$ cat src/rtl/mem_port_arbiter.sv
`default_nettype none
// ============================================================================
// Module   : mem_port_arbiter
// Function : Round-robin arbiter sharing one memory port between core and host,
//            with host lock and lock timeout.
// Revision : 1.0
// ============================================================================
module mem_port_arbiter #(
   parameter int AW       = 16,
   parameter int DW       = 16,
   parameter int LOCK_MAX = 64
) (
   input  logic          clk,
   input  logic          rst_n,
   input  logic          c_req,
   input  logic          c_we,
   input  logic [AW-1:0] c_addr,
   input  logic [DW-1:0] c_wdata,
   output logic          c_gnt,
   output logic          c_rvalid,
   input  logic          h_req,
   input  logic          h_we,
   input  logic [AW-1:0] h_addr,
   input  logic [DW-1:0] h_wdata,
   input  logic          h_lock,
   output logic          h_gnt,
   output logic          h_rvalid,
   output logic [DW-1:0] rdata,
   output logic [AW-1:0] mem_addr,
   output logic [DW-1:0] mem_wdata,
   output logic          mem_we,
   input  logic [DW-1:0] mem_rdata,
   output logic          lock_err,
   input  logic          err_clr
);

   localparam logic [1:0]  c_ST_ARB       = 2'd0;
   localparam logic [1:0]  c_ST_LOCKED    = 2'd1;
   localparam logic [1:0]  c_ST_LOCK_WAIT = 2'd2;
   localparam logic        c_PRIO_CORE    = 1'b0;
   localparam logic        c_PRIO_HOST    = 1'b1;
   localparam logic [15:0] c_LOCK_MAX     = 16'(LOCK_MAX);
   localparam logic [15:0] c_CNT_SAT      = 16'hFFFF;

   logic [1:0]  r_state;
   logic [1:0]  w_state_nxt;
   logic        r_prio;
   logic        w_prio_nxt;
   logic [15:0] r_cnt;
   logic [15:0] w_cnt_nxt;
   logic        r_lock_err;
   logic        w_lock_err_nxt;
   logic        w_timeout;
   logic        r_c_rvalid;
   logic        r_h_rvalid;
   logic        w_c_gnt;
   logic        w_h_gnt;

   // Grants are held low while reset is asserted, independent of the clock.
   always_comb begin
      w_c_gnt = 1'b0;
      w_h_gnt = 1'b0;
      if (rst_n) begin
         if (r_state == c_ST_LOCKED) begin
            w_h_gnt = h_req;
         end else if (c_req && h_req) begin
            if (r_prio == c_PRIO_CORE) w_c_gnt = 1'b1;
            else                       w_h_gnt = 1'b1;
         end else begin
            w_c_gnt = c_req;
            w_h_gnt = h_req;
         end
      end
   end

   always_comb begin
      mem_addr  = '0;
      mem_wdata = '0;
      mem_we    = 1'b0;
      if (w_c_gnt) begin
         mem_addr  = c_addr;
         mem_wdata = c_wdata;
         mem_we    = c_we;
      end else if (w_h_gnt) begin
         mem_addr  = h_addr;
         mem_wdata = h_wdata;
         mem_we    = h_we;
      end
   end

   always_comb begin
      w_state_nxt = r_state;
      w_prio_nxt  = r_prio;
      w_cnt_nxt   = r_cnt;
      w_timeout   = 1'b0;
      case (r_state)
         c_ST_LOCKED: begin
            w_prio_nxt = c_PRIO_CORE;
            w_cnt_nxt  = (r_cnt == c_CNT_SAT) ? r_cnt : r_cnt + 16'd1;
            if (!h_lock) begin
               w_state_nxt = c_ST_ARB;
               w_cnt_nxt   = '0;
            end else if (r_cnt >= c_LOCK_MAX) begin
               w_state_nxt = c_ST_LOCK_WAIT;
               w_timeout   = 1'b1;
            end
         end
         c_ST_LOCK_WAIT: begin
            if (w_c_gnt)      w_prio_nxt = c_PRIO_HOST;
            else if (w_h_gnt) w_prio_nxt = c_PRIO_CORE;
            if (!h_lock) begin
               w_state_nxt = c_ST_ARB;
               w_cnt_nxt   = '0;
            end
         end
         default: begin
            // Also recovers the unused encoding back to ARB.
            w_state_nxt = c_ST_ARB;
            if (w_c_gnt)      w_prio_nxt = c_PRIO_HOST;
            else if (w_h_gnt) w_prio_nxt = c_PRIO_CORE;
            if (w_h_gnt && h_lock) begin
               w_state_nxt = c_ST_LOCKED;
               w_cnt_nxt   = 16'd1;
            end
         end
      endcase
   end

   always_comb begin
      w_lock_err_nxt = r_lock_err;
      if (w_timeout)    w_lock_err_nxt = 1'b1;
      else if (err_clr) w_lock_err_nxt = 1'b0;
   end

   always_ff @(posedge clk or negedge rst_n) begin
      if (!rst_n) begin
         r_state    <= c_ST_ARB;
         r_prio     <= c_PRIO_CORE;
         r_cnt      <= '0;
         r_lock_err <= 1'b0;
         r_c_rvalid <= 1'b0;
         r_h_rvalid <= 1'b0;
      end else begin
         r_state    <= w_state_nxt;
         r_prio     <= w_prio_nxt;
         r_cnt      <= w_cnt_nxt;
         r_lock_err <= w_lock_err_nxt;
         r_c_rvalid <= w_c_gnt & ~c_we;
         r_h_rvalid <= w_h_gnt & ~h_we;
      end
   end

   // The macro output register supplies the data; the valid flags align with it.
   assign rdata    = (r_c_rvalid | r_h_rvalid) ? mem_rdata : '0;
   assign c_gnt    = w_c_gnt;
   assign h_gnt    = w_h_gnt;
   assign c_rvalid = r_c_rvalid;
   assign h_rvalid = r_h_rvalid;
   assign lock_err = r_lock_err;

endmodule
`default_nettype wire

$ cat config.mk
export PLATFORM = sky130hd
export DESIGN_NAME = mem_port_arbiter
export DESIGN_NICKNAME = d
export VERILOG_FILES = /design/src/rtl/mem_port_arbiter.sv
export SDC_FILE = /design/constraint.sdc
export NUM_CORES = 1
export LEC_CHECK = 0
export CAP_MARGIN = 20
export CORE_MARGIN = 1.5
export CORE_UTILIZATION = 36
export DETAILED_ROUTE_END_ITERATION = 10
export HOLD_SLACK_MARGIN = 0.08
export PLACE_DENSITY = 0.93
export RECOVER_POWER = 50
export REMOVE_ABC_BUFFERS = 1
export SYNTH_ARGS = -nofsm -noshare
export SYNTH_HDL_FRONTEND = slang
export SYNTH_SLANG_ARGS = --single-unit
$ cat constraint.sdc
create_clock -name clk -period 4.6 [get_ports clk]
set_clock_uncertainty 0.2 [all_clocks]
set_input_delay 0.69 -clock clk [delete_from_list [all_inputs] [get_ports clk]]
set_output_delay 0.69 -clock clk [all_outputs]
set_load 0.05 [all_outputs]
==> flow_metrics.tcl <==
set metrics [dict create \
    first_pass_iters 4 \
    yosys.area.top_type_share 0.311 \
    synth_commonest_cells "a22o_1, dfrtp_1, nor2_1" \
    grt_util_all_layers 0.233 \
    cp_max_fo 10 \
    synth_edf_count 0 \
    vias 2223 \
    tns_ns 0 \
    max_freq_ghz 0.251 \
    cts_tree "built" \
    worstPathArrival_ns 3.09 \
    rows 25 \
    ys_warn_count 0 \
    cts_htree_levels 1 \
    yosys-top-cells-area "dfrtp_1, a22o_1, nor2b_1" \
    rsz0062_at_grt "no" \
    status "finished, final reports clean" \
    hold_buffers 0 \
    cts_buffer_depth 2 \
    syn-cell-area_mm2 0.00177 \
    drv_slew 0 \
    switching_share 0.388 \
    root_buffer "clkbuf_8" \
    placed_cell_area_mm2 0.00313 \
    detail-route-antenna-nets 0 \
    syn_area_per_cell_um2 8.31 \
    maxCapViolCount 0 \
    finalWorstSetupSlack_ns 0.622 \
    critPathRequiredTime_ns 3.71 \
    fin_crit_sh 0.865 \
    routedWlPerCell_um 16.1 \
    comb_power_share 0.501 \
    pre_cts_ws_ns 0.850 \
    dp_hpwl_mm 5.31 \
    setup_viol 0 \
    startpoint_type "primary input" \
    cts_resized 0 \
    path_delay_family "buffers and inverters" \
    die_h_um 73.1 \
    core_area_mm2 0.00472 \
    drive_above_1_share 0.127 \
    hp-class "flop to flop" \
    use_met2 0.406 \
    power.density_mw_per_mm2 216 \
    fin_area_mm2 0.00318 \
    yosysUniqueCellTypes 40 \
    slowest_stage "clkdlybuf4s50_1" \
    yosys.area.top_type "dfrtp_1" \
    critical_path_class "primary input to primary output" \
    syn2layout_area_growth_pct 79.5 \
    ys_seq_area_frac 0.311 \
    vdd_drop_max_uv 116 \
    seqPwrFrac 0.294 \
    grt_overflow 0 \
    grt_pass1_vias 1956 \
    synth_top_flop_cell "dfrtp_1" \
    grt_pass1_wl_mm 9.71 \
    p_leak_nw 1.37 \
    cts_made_buffers 3 \
    drc 0 \
    ys_seq_elements 22 \
    finalHoldViolCount 0 \
    slowest_delay_ns 0.80 \
    endpoint_kind "primary output" \
    clk_latency_ns 0.26 \
    die_area_mm2 0.00534 \
    intPower_uw 420 \
    synth.most_common_cell "a22o_1" \
    period_minus_slack_ns 3.98 \
    die_x_um 73.1 \
    met1_usage 0.287 \
    postCtsSetupRepairBufs 0 \
    worstMarginPinSlew_ns 1.06 \
    path_clk_slew_ns 0.08 \
    drtIter0Drc 133 \
    top_usage_layer "met2" \
    grt_max_degree 32 \
    port_buffers 141 \
    relSlewSlack 0.290 \
    initial_utilization 0.375 \
    path_buf_inv 2 \
    ios 142 \
    async_flop_share 1.00 \
    vias_per_cell 5.37 \
    synth_cells 213 \
    routed_wl_mm 6.66 \
    clkPwrFrac 0.205 \
    cts_sinks 22 \
    place.gp.congestion 0.881 \
    crit_chain "dlygate4sd3_1 > nand2_1 > nor2_1 > a22o_1 > clkdlybuf4s50_1" \
    p_switching_uw 267 \
    n_antenna_cell 0 \
    nets 440 \
    antenna_found_initial 0 \
    met3_usage 0.0566 \
]
-- logic make-up after synthesis --
kind of cell    count (synthesis)  synth area share
compound gates                 76             0.308
fa+ha+maj                       4            0.0283
buf+inv                        24            0.0743
flops                          22             0.311
mux                             1           0.00566
simple gates                   86             0.273
-- routing by layer --
metal,up-vias,routed length [µm]
li1,1060,-
met4,0,68
met1,1022,2470
met3,9,618
met5,-,0
met2,132,3500
-- path summary, 6_finish.rpt --
kind	start	end	slack [ns]	depth (start not counted)
min	r_cnt[10]	r_cnt[10]	0.31	1
min in group asynchronous	rst_n	c_rvalid	0.54	1
max	rst_n	mem_addr[6]	0.62	5
max in group asynchronous	rst_n	r_cnt[0]	2.39	2
max reg2reg	r_state[1]	r_cnt[11]	1.73	7
min reg2reg	r_cnt[10]	r_cnt[10]	0.31	1
-- flip-flops by register name (all words and copies together) (netlist names) --
| signal | count |
|---|---|
| r_cnt | 16 |
| r_state | 2 |
| c_rvalid | 1 |
| h_rvalid | 1 |
| lock_err | 1 |
| r_prio | 1 |
-- final cells by class --
class	count	area, µm²
fillers	363	1550
well taps	67	83.8
flip-flops and latches	22	551
clock buffers	4	55.1
repair buffers	144	1370
multi-input cells	167	1080
inverters	10	37.5
-- layout by cell type (no fill, tap or decap), types with 2 or more instances in the layout --
| cell | Yosys | routed |
|---|---|---|
| a21oi_1 | 9 | 9 |
| a22o_1 | 33 | 33 |
| a31oi_1 | 5 | 5 |
| buf_4 | 1 | 32 |
| clkbuf_8 | 0 | 4 |
| clkdlybuf4s50_1 | 0 | 103 |
| dfrtp_1 | 22 | 22 |
| dlygate4sd3_1 | 0 | 7 |
| ha_1 | 4 | 4 |
| inv_1 | 10 | 10 |
| nand2_1 | 15 | 15 |
| nand3_1 | 10 | 10 |
| nand3b_1 | 2 | 2 |
| nand4_1 | 4 | 4 |
| nor2_1 | 20 | 19 |
| nor2b_1 | 16 | 16 |
| nor3_1 | 6 | 6 |
| o21ai_0 | 18 | 18 |
| o22ai_1 | 2 | 2 |
| o31ai_1 | 3 | 3 |
| o41ai_1 | 2 | 2 |
| or4_1 | 3 | 3 |
-- power groups by stage --
stage          clock, mW  combinational (mW)  sequential [mW]
2_1_floorplan          0               0.187            0.208
3_3_place_gp           0               0.341            0.205
3_5_place_dp           0               0.345            0.206
4_1_cts            0.141               0.347            0.202
5_1_grt            0.150               0.361            0.203
6_report           0.140               0.344            0.202
-- stage by stage --
stage / utilization / power, mW / instances / hold WS [ns]
floorplan: - / 0.395 / 199 / 0.194
global placement: 0.663 / 0.547 / 410 / 0.286
detailed placement: 0.663 / 0.551 / 410 / 0.299
CTS: 0.675 / 0.690 / 414 / 0.311
global route: 0.672 / 0.714 / 414 / 0.337
finish: 0.672 / 0.686 / 414 / 0.308
Note: power is estimated with default switching activity, not from simulation.
